[src/rtl/fp32_mul_result_stage.sv]
// Result stage for the fp32 multiplier: a valid/ready FIFO that also classifies products and keeps sticky flags and a counter.
// Optional macro FP32_RESULT_NAN_CANON_EN: when defined, every accepted NaN is stored as canonical 32'h7FC00000.
module fp32_mul_result_stage #(
  parameter int DEPTH     = 4,
  parameter int CNT_WIDTH = 16
) (
  input  logic                     clk,
  input  logic                     rst,
  input  logic                     in_valid,
  output logic                     in_ready,
  input  logic [31:0]              in_result,
  output logic                     out_valid,
  input  logic                     out_ready,
  output logic [31:0]              out_result,
  output logic [3:0]               out_class,
  output logic [$clog2(DEPTH):0]   level,
  output logic                     flag_nan,
  output logic                     flag_inf,
  output logic                     flag_zero,
  input  logic                     flag_clr,
  output logic [CNT_WIDTH-1:0]     prod_count
);

  localparam int PW = $clog2(DEPTH);
  localparam int LW = PW + 1;
  localparam logic [LW-1:0] FULL_LEVEL = LW'(DEPTH);

  logic [PW-1:0]        wr_ptr_q, wr_ptr_d;
  logic [PW-1:0]        rd_ptr_q, rd_ptr_d;
  logic [LW-1:0]        level_q, level_d;
  logic                 flag_nan_q, flag_nan_d;
  logic                 flag_inf_q, flag_inf_d;
  logic                 flag_zero_q, flag_zero_d;
  logic [CNT_WIDTH-1:0] count_q, count_d;

  logic [31:0] data_mem_q  [DEPTH];
  logic [3:0]  class_mem_q [DEPTH];

  logic        push, pop;
  logic [7:0]  in_exp;
  logic        in_mant_nz;
  logic [3:0]  in_class;
  logic [31:0] in_store;

  assign in_ready  = (level_q != FULL_LEVEL);
  assign out_valid = (level_q != '0);
  assign push      = in_valid & in_ready;
  assign pop       = out_valid & out_ready;

  // Class bits are {nan, inf, zero, normal}; denormals arrive already flushed, so exp==0 is zero.
  assign in_exp     = in_result[30:23];
  assign in_mant_nz = |in_result[22:0];
  assign in_class   = {(in_exp == 8'hFF) &  in_mant_nz,
                       (in_exp == 8'hFF) & ~in_mant_nz,
                       (in_exp == 8'h00),
                       (in_exp != 8'h00) & (in_exp != 8'hFF)};

`ifdef FP32_RESULT_NAN_CANON_EN
  assign in_store = in_class[3] ? 32'h7FC0_0000 : in_result;
`else
  assign in_store = in_result;
`endif

  always_comb begin
    wr_ptr_d = push ? wr_ptr_q + PW'(1) : wr_ptr_q;
    rd_ptr_d = pop  ? rd_ptr_q + PW'(1) : rd_ptr_q;
    level_d  = level_q;
    case ({push, pop})
      2'b10:   level_d = level_q + LW'(1);
      2'b01:   level_d = level_q - LW'(1);
      default: level_d = level_q;
    endcase
    // A setting push beats a coincident clear so no event is lost.
    flag_nan_d  = (flag_nan_q  & ~flag_clr) | (push & in_class[3]);
    flag_inf_d  = (flag_inf_q  & ~flag_clr) | (push & in_class[2]);
    flag_zero_d = (flag_zero_q & ~flag_clr) | (push & in_class[1]);
    count_d     = (push && (count_q != '1)) ? count_q + CNT_WIDTH'(1) : count_q;
  end

  always_ff @(posedge clk) begin
    if (rst) begin
      wr_ptr_q    <= '0;
      rd_ptr_q    <= '0;
      level_q     <= '0;
      flag_nan_q  <= 1'b0;
      flag_inf_q  <= 1'b0;
      flag_zero_q <= 1'b0;
      count_q     <= '0;
    end else begin
      wr_ptr_q    <= wr_ptr_d;
      rd_ptr_q    <= rd_ptr_d;
      level_q     <= level_d;
      flag_nan_q  <= flag_nan_d;
      flag_inf_q  <= flag_inf_d;
      flag_zero_q <= flag_zero_d;
      count_q     <= count_d;
    end
  end

  // Storage carries no reset; validity is tracked entirely by level_q.
  generate
    for (genvar gi = 0; gi < DEPTH; gi++) begin : g_entry
      always_ff @(posedge clk) begin
        if (push && (wr_ptr_q == PW'(gi))) begin
          data_mem_q[gi]  <= in_store;
          class_mem_q[gi] <= in_class;
        end
      end
    end
  endgenerate

  assign out_result = out_valid ? data_mem_q[rd_ptr_q]  : 32'h0;
  assign out_class  = out_valid ? class_mem_q[rd_ptr_q] : 4'h0;
  assign level      = level_q;
  assign flag_nan   = flag_nan_q;
  assign flag_inf   = flag_inf_q;
  assign flag_zero  = flag_zero_q;
  assign prod_count = count_q;

endmodule

[config.mk]
export PLATFORM = sky130hd
export DESIGN_NAME = fp32_mul_result_stage
export DESIGN_NICKNAME = d
export VERILOG_FILES = /design/src/rtl/fp32_mul_result_stage.sv
export SDC_FILE = /design/constraint.sdc
export NUM_CORES = 1
export LEC_CHECK = 0
export ABC_CLOCK_PERIOD_IN_PS = 2730
export CAP_MARGIN = 20
export CELL_PAD_IN_SITES_DETAIL_PLACEMENT = 1
export CELL_PAD_IN_SITES_GLOBAL_PLACEMENT = 2
export CORE_ASPECT_RATIO = 1.75
export CORE_MARGIN = 3
export CORE_UTILIZATION = 40
export DETAILED_ROUTE_END_ITERATION = 10
export DONT_BUFFER_PORTS = 1
export HOLD_SLACK_MARGIN = 0.12
export PLACE_DENSITY_LB_ADDON = 0.1
export SYNTH_ARGS = -nofsm -noshare
export SYNTH_HDL_FRONTEND = slang
export SYNTH_SLANG_ARGS = --single-unit
export TNS_END_PERCENT = 50
[constraint.sdc]
create_clock -name clk -period 2.73 [get_ports clk]
set_clock_uncertainty 0.2 [all_clocks]
set_input_delay 0.273 -clock clk [delete_from_list [all_inputs] [get_ports clk]]
set_output_delay 0.273 -clock clk [all_outputs]
set_load 0.02 [all_outputs]
# Word-level counts from Yosys, hierarchy flattened

Memories as Yosys holds them, arrays and structs flattened. A register that Yosys moved wholly into a read port is not among the register bits.
Cells that the tools add are included.

Bits in registers: 26
RAM bits: 144
Bits of input ports: 37
Output and inout port bits: 60
Word-level logic and storage cells: 89
Memories kept: 2

Add/sub/neg operators: 5
Equal/unequal tests: 9
Muxes and demuxes: 33
Bitwise logic cells: 16
Reduce and logical (&&, ||, !) cells: 17

Memories:

| memory      | words | width | read ports | clocked after Yosys merged registers in | wr ports | line | RTL |
|---|---|---|---|---|---|---|---|
| data_mem_q  | 4     | 32    | 1          | 1                                       | 1        | 36   | `logic [31:0] data_mem_q [DEPTH];` |
| class_mem_q | 4     | 4     | 1          | 1                                       | 1        | 37   | `logic [3:0] class_mem_q [DEPTH];` |

Operators with widths:

| kind                  | number |
|---|---|
| $mux 32               | 4 |
| $reduce_or 32->1      | 3 |
| $reduce_or 23->1      | 1 |
| $mux 2                | 10 |
| $add 16x1->16 const B | 1 |
| $mux 4                | 4 |
| $ne 16x16->1 const B  | 1 |
| $mux 1                | 14 |
| $reduce_or 4->1       | 3 |
| $and 1x1->1           | 11 |
| $eq 8x8->1 const B    | 1 |
| $logic_not 8->1       | 1 |
| $ne 8x8->1 const B    | 1 |
| $reduce_bool 8->1     | 1 |
| $eq 2x2->1 const B    | 3 |
| $pmux 3 s2            | 1 |
| $logic_and 1x1->1     | 5 |
| $add 2x1->2 const B   | 2 |
| $eq 2x1->1 const B    | 2 |
| $add 3x1->3 const B   | 1 |
| $ne 3x3->1 const B    | 1 |
| $or 1x1->1            | 3 |
| $reduce_bool 3->1     | 1 |
| $sub 3x1->3 const B   | 1 |
| other kinds (3)       | 4 |

# Longest topological paths before layout

Depth in word-level cells: 9
Gate-level depth with buffers: 12
Gate-level depth less buffers: 9

# Worst setup path after synthesis

No wires, ideal clock.

Path type: flip-flop to flip-flop
Start: register level_q[2], in the netlist level[2]
End: register level_q[2], in the netlist level[2]
Library setup time: 0.070 ns
Arrival time: 2.597 ns
Required time: 2.460 ns
Setup slack: -0.137 ns
Stages on the path, launching flop included: 13
Buffers on the path: 3
Path through: dfxtp_1 > or3b_1 > buf_6 > and2_1 > buf_4 > inv_2 > buf_6 > ha_1 > inv_1 > fa_1 > xor2_1 > or3_1 > a21oi_1

Longest elaborated chain between the ends: 4
Elaborated cells on any way between the ends: 10

RTL lines:

| what                                                   | line | RTL |
|---|---|---|
| start, declared                                        | 30   | `logic [LW-1:0] level_q, level_d;` |
| start signal, assigned                                 | 92   | `level_q <= level_d;` |
| $ne 3x3->1 (*)                                         | 45   | `assign in_ready = (level_q != FULL_LEVEL);` |
| named net in_ready                                     | 10   | `output logic in_ready,` |
| $and 1x1->1 (*)                                        | 47   | `assign push = in_valid & in_ready;` |
| $eq 2x1->1 / $eq 2x2->1 (equally long branches)        | 68   | `case ({push, pop})` |
| $pmux 3 s2 / $reduce_bool 2->1 (equally long branches) | -    |  |

Mark *: on every way through the listed nets, which the timed path passes. The rest lies on a longest branch.
A chain may end at the register's enable or synchronous reset.

==> impl_results.md <==
- Run status: complete, no violations
- Layout Nets: 502
- Global-route track usage on met1: 18.7%
- Clock tree from TritonCTS: yes
- Mean area per synthesized cell: 17.1 sq um
- Tightest Pin Transition: 1.05 ns
- Worst Setup Start Kind: flip-flop
- Effective utilization at floorplan: 40.9%
- Net Count, Synth: 450
- Cell types with the largest area share after synthesis: edfxtp_1, mux4_2, dfxtp_1
- Power per unit of standard cell area: 941 mW/mm^2
- Number of antenna cells inserted: 0
- Global-route met3 utilization: 4.91%
- Max_cap viols: 0
- Post-synth ARST share: 0%
- Static power due to leakage: 2.64 nW
- Via count of the first global-routing pass: 4240
- Hold Crit Class: in -> reg
- DP Wirelength: 9560 microns
- Met2 usage in global routing: 32.5%
- Unique cell type count in the Yosys netlist: 40
- Highest attainable clock frequency: 399 MHz
- Total of buffers placed on input and output ports: 0
- # IOs: 97
- Remaining global-route overflow: 0
- Area fraction of the dominant cell type after synthesis: 62.3%
- Max H-tree Level: 4
- Category of the most critical setup path: reg -> out
- Data arrival at the endpoint of the critical path: 2.03 ns
- Register-to-register setup slack: 0.27 ns
- Post-CTS setup repair buffer count: 0
- Final Non-Filler Cells: 698
- End point of the critical path: out_result[23]
- Cell with the most instances after synthesis: edfxtp_1
- Setup slack at placement: 0.263 ns
- Via count: 3831
- Initial DRT Pass Iterations: 4
- WL/cell: 22.7 microns
- Unrepaired setup endpoints after global routing: no
- Worst Hold Slack: 0.126 ns
- Most heavily used metal layer in global routing: met2
- Cell depth of the worst flop-to-flop path: 9
- Post-Syn Area: 0.00694 sq mm
- Worst flop-to-flop path startpoint: level[2]$_SDFFE_PP0P_
- Rel. slew slack: 30.1%
- Clock Tree Buf Depth: 2
- Most frequent cells after synthesis: edfxtp_1, and2_1, mux4_2
- Sort of element at the end of the critical path: primary output
- # fillers: 1620
- Final-report max-slew violation count: 0
- Number of warning messages in the yosys log: 0
- Number of DRC violations after detailed routing: 0
- Wire length of the first global-routing pass: 24700 microns
- Count of endpoints failing hold in the final timing report: 0
- Placeable Area: 0.0169 sq mm
- Number of antenna violations at the first check in global routing: 0
- Post-route ant nets: 0
- Die Width: 106 microns
- Die Span Y: 180 microns
- Via density per instance: 5.49
- Number of flip-flops and latches in the synthesized netlist: 172
- Clock transition at path regs: 0.06 ns
- Placed Cells incl. Taps: 624
- Site row count: 63
- Global router's overall resource usage: 17.3%
- Clock insertion delay at the later pin of the skew report: 0.42 ns
- Final min period: 2.50 ns
- Number of buffers added by the clock tree synthesis step: 17
- Starting DRC count in detailed routing: 120
- Most frequently used flop master after synthesis: edfxtp_1
- Final WL: 15800 microns
- Count of final setup violators: 0
- Synth area leader: edfxtp_1
- Proportion of layout cells with a drive suffix above 1: 20.6%
- Routability Congestion: 0.710
- Final Cycle Share: 91.7%
- Post-Synthesis Cells: 406
- Clock tree root buffer cell: clkbuf_16
- Pin count of the biggest net entering global routing: 39
- Maximum vdd drop: 0.443 mV
- End of the worst register-to-register path: level[2]$_SDFFE_PP0P_
- Total Die Area: 0.0190 sq mm
- Setup TNS Final: 0 ns
- Final Worst Setup Slack: 0.226 ns
- Count of clock tree sinks: 172
- Crit path max fanout: 25
- EDFF count, synth: 144
- Sequential share of the synthesized area: 70.4%
- Data required time of the critical path: 2.26 ns
- Area growth, synth to finish: 19.8%
area by class of cell:
type / instances / area (sq um) / share of cell area (%)
clock buffer: 19 / 433 / 5.21
clock inverter: 13 / 176 / 2.12
inverter: 10 / 37.5 / 0.452
multi-input combinational: 205 / 1930 / 23.3
sequential: 172 / 4900 / 58.9
tap: 227 / 284 / 3.42
timing repair buffer: 52 / 548 / 6.59
critical path, stage by stage, from the launching register on:
cell	delay [ns]
dfxtp_2	0.50
buf_12	0.28
mux4_2	0.57
and2_1	0.25
state kept, by name, indices dropped and copies added (netlist names), named ones only:
signal / count
class_mem_q: 16
data_mem_q: 128
flag_inf: 1
flag_nan: 1
flag_zero: 1
level: 3
prod_count: 16
rd_ptr_q: 2
wr_ptr_q: 2
metrics by stage:
step                total power, W  instance area (sq um)  util [%]
floorplan                  0.00490                   6960         -
global placement           0.00532                   7250      42.8
detailed placement         0.00537                   7250      42.8
CTS                        0.00795                   8250      48.7
global route               0.00820                   8310      49.0
finish                     0.00782                   8310      49.0
logic make-up after synthesis:
kind of cell,Yosys count,synth area share (%)
AND/OR/NAND/NOR,117,10.2
adder cells (fa/ha/maj),7,1.37
flip-flops,172,70.4
buffers and inverters,29,2.02
multiplexers,37,11.8
AO/OA/AOI/OAI,39,3.52
XOR/XNOR,5,0.631
layer usage:
metal / up-vias / routed length, microns
met5: - / 0
met4: 0 / 150
met3: 10 / 748
met2: 90 / 9040
met1: 2012 / 5890
li1: 1719 / -
how the worst min path moves through the flow:
| stage | slack [ns] | cells after the start | to | from |
|---|---|---|---|---|
| after global routing | 0.17 | 4 | flag_nan$_SDFF_PP0_ | in_result[26] |
| after detailed placement | 0.14 | 1 | level[1]$_SDFFE_PP0P_ | rst |
| after CTS | 0.14 | 4 | flag_nan$_SDFF_PP0_ | in_result[26] |
| after floorplan | 0.17 | 0 | data_mem_q[0][0]$_DFFE_PP_ | in_result[0] |
| after global placement | 0.14 | 1 | level[2]$_SDFFE_PP0P_ | rst |
| final | 0.13 | 4 | flag_nan$_SDFF_PP0_ | in_result[26] |
power breakdown:
group | leakage [nW] | internal (W) | switching (W)
clock | 0.288 | 0.00146 | 0.00104
combinational | 0.792 | 0.000771 | 0.00127
sequential | 1.56 | 0.00313 | 0.000140
cells in the final DEF (no fill, tap or decap), drive strengths merged, types with 5 or more instances in the layout:
| cell | instances |
|---|---|
| or4 | 13 |
| inv | 16 |
| buf | 12 |
| nor4 | 8 |
| nand3 | 7 |
| o31ai | 10 |
| a21oi | 19 |
| ha | 6 |
| nor2 | 12 |
| or3 | 5 |
| edfxtp | 144 |
| and3 | 6 |
| nand2 | 10 |
| mux4 | 36 |
| dlygate4sd3 | 40 |
| dfxtp | 28 |
| and2 | 39 |
| nand4 | 9 |
| clkbuf | 19 |
timing repair:
item	in CTS	in global routing
hold buffers	39	1
hold endpoints to repair	164	4
resized for setup	0	0
Note: power is estimated with default switching activity, not from simulation.
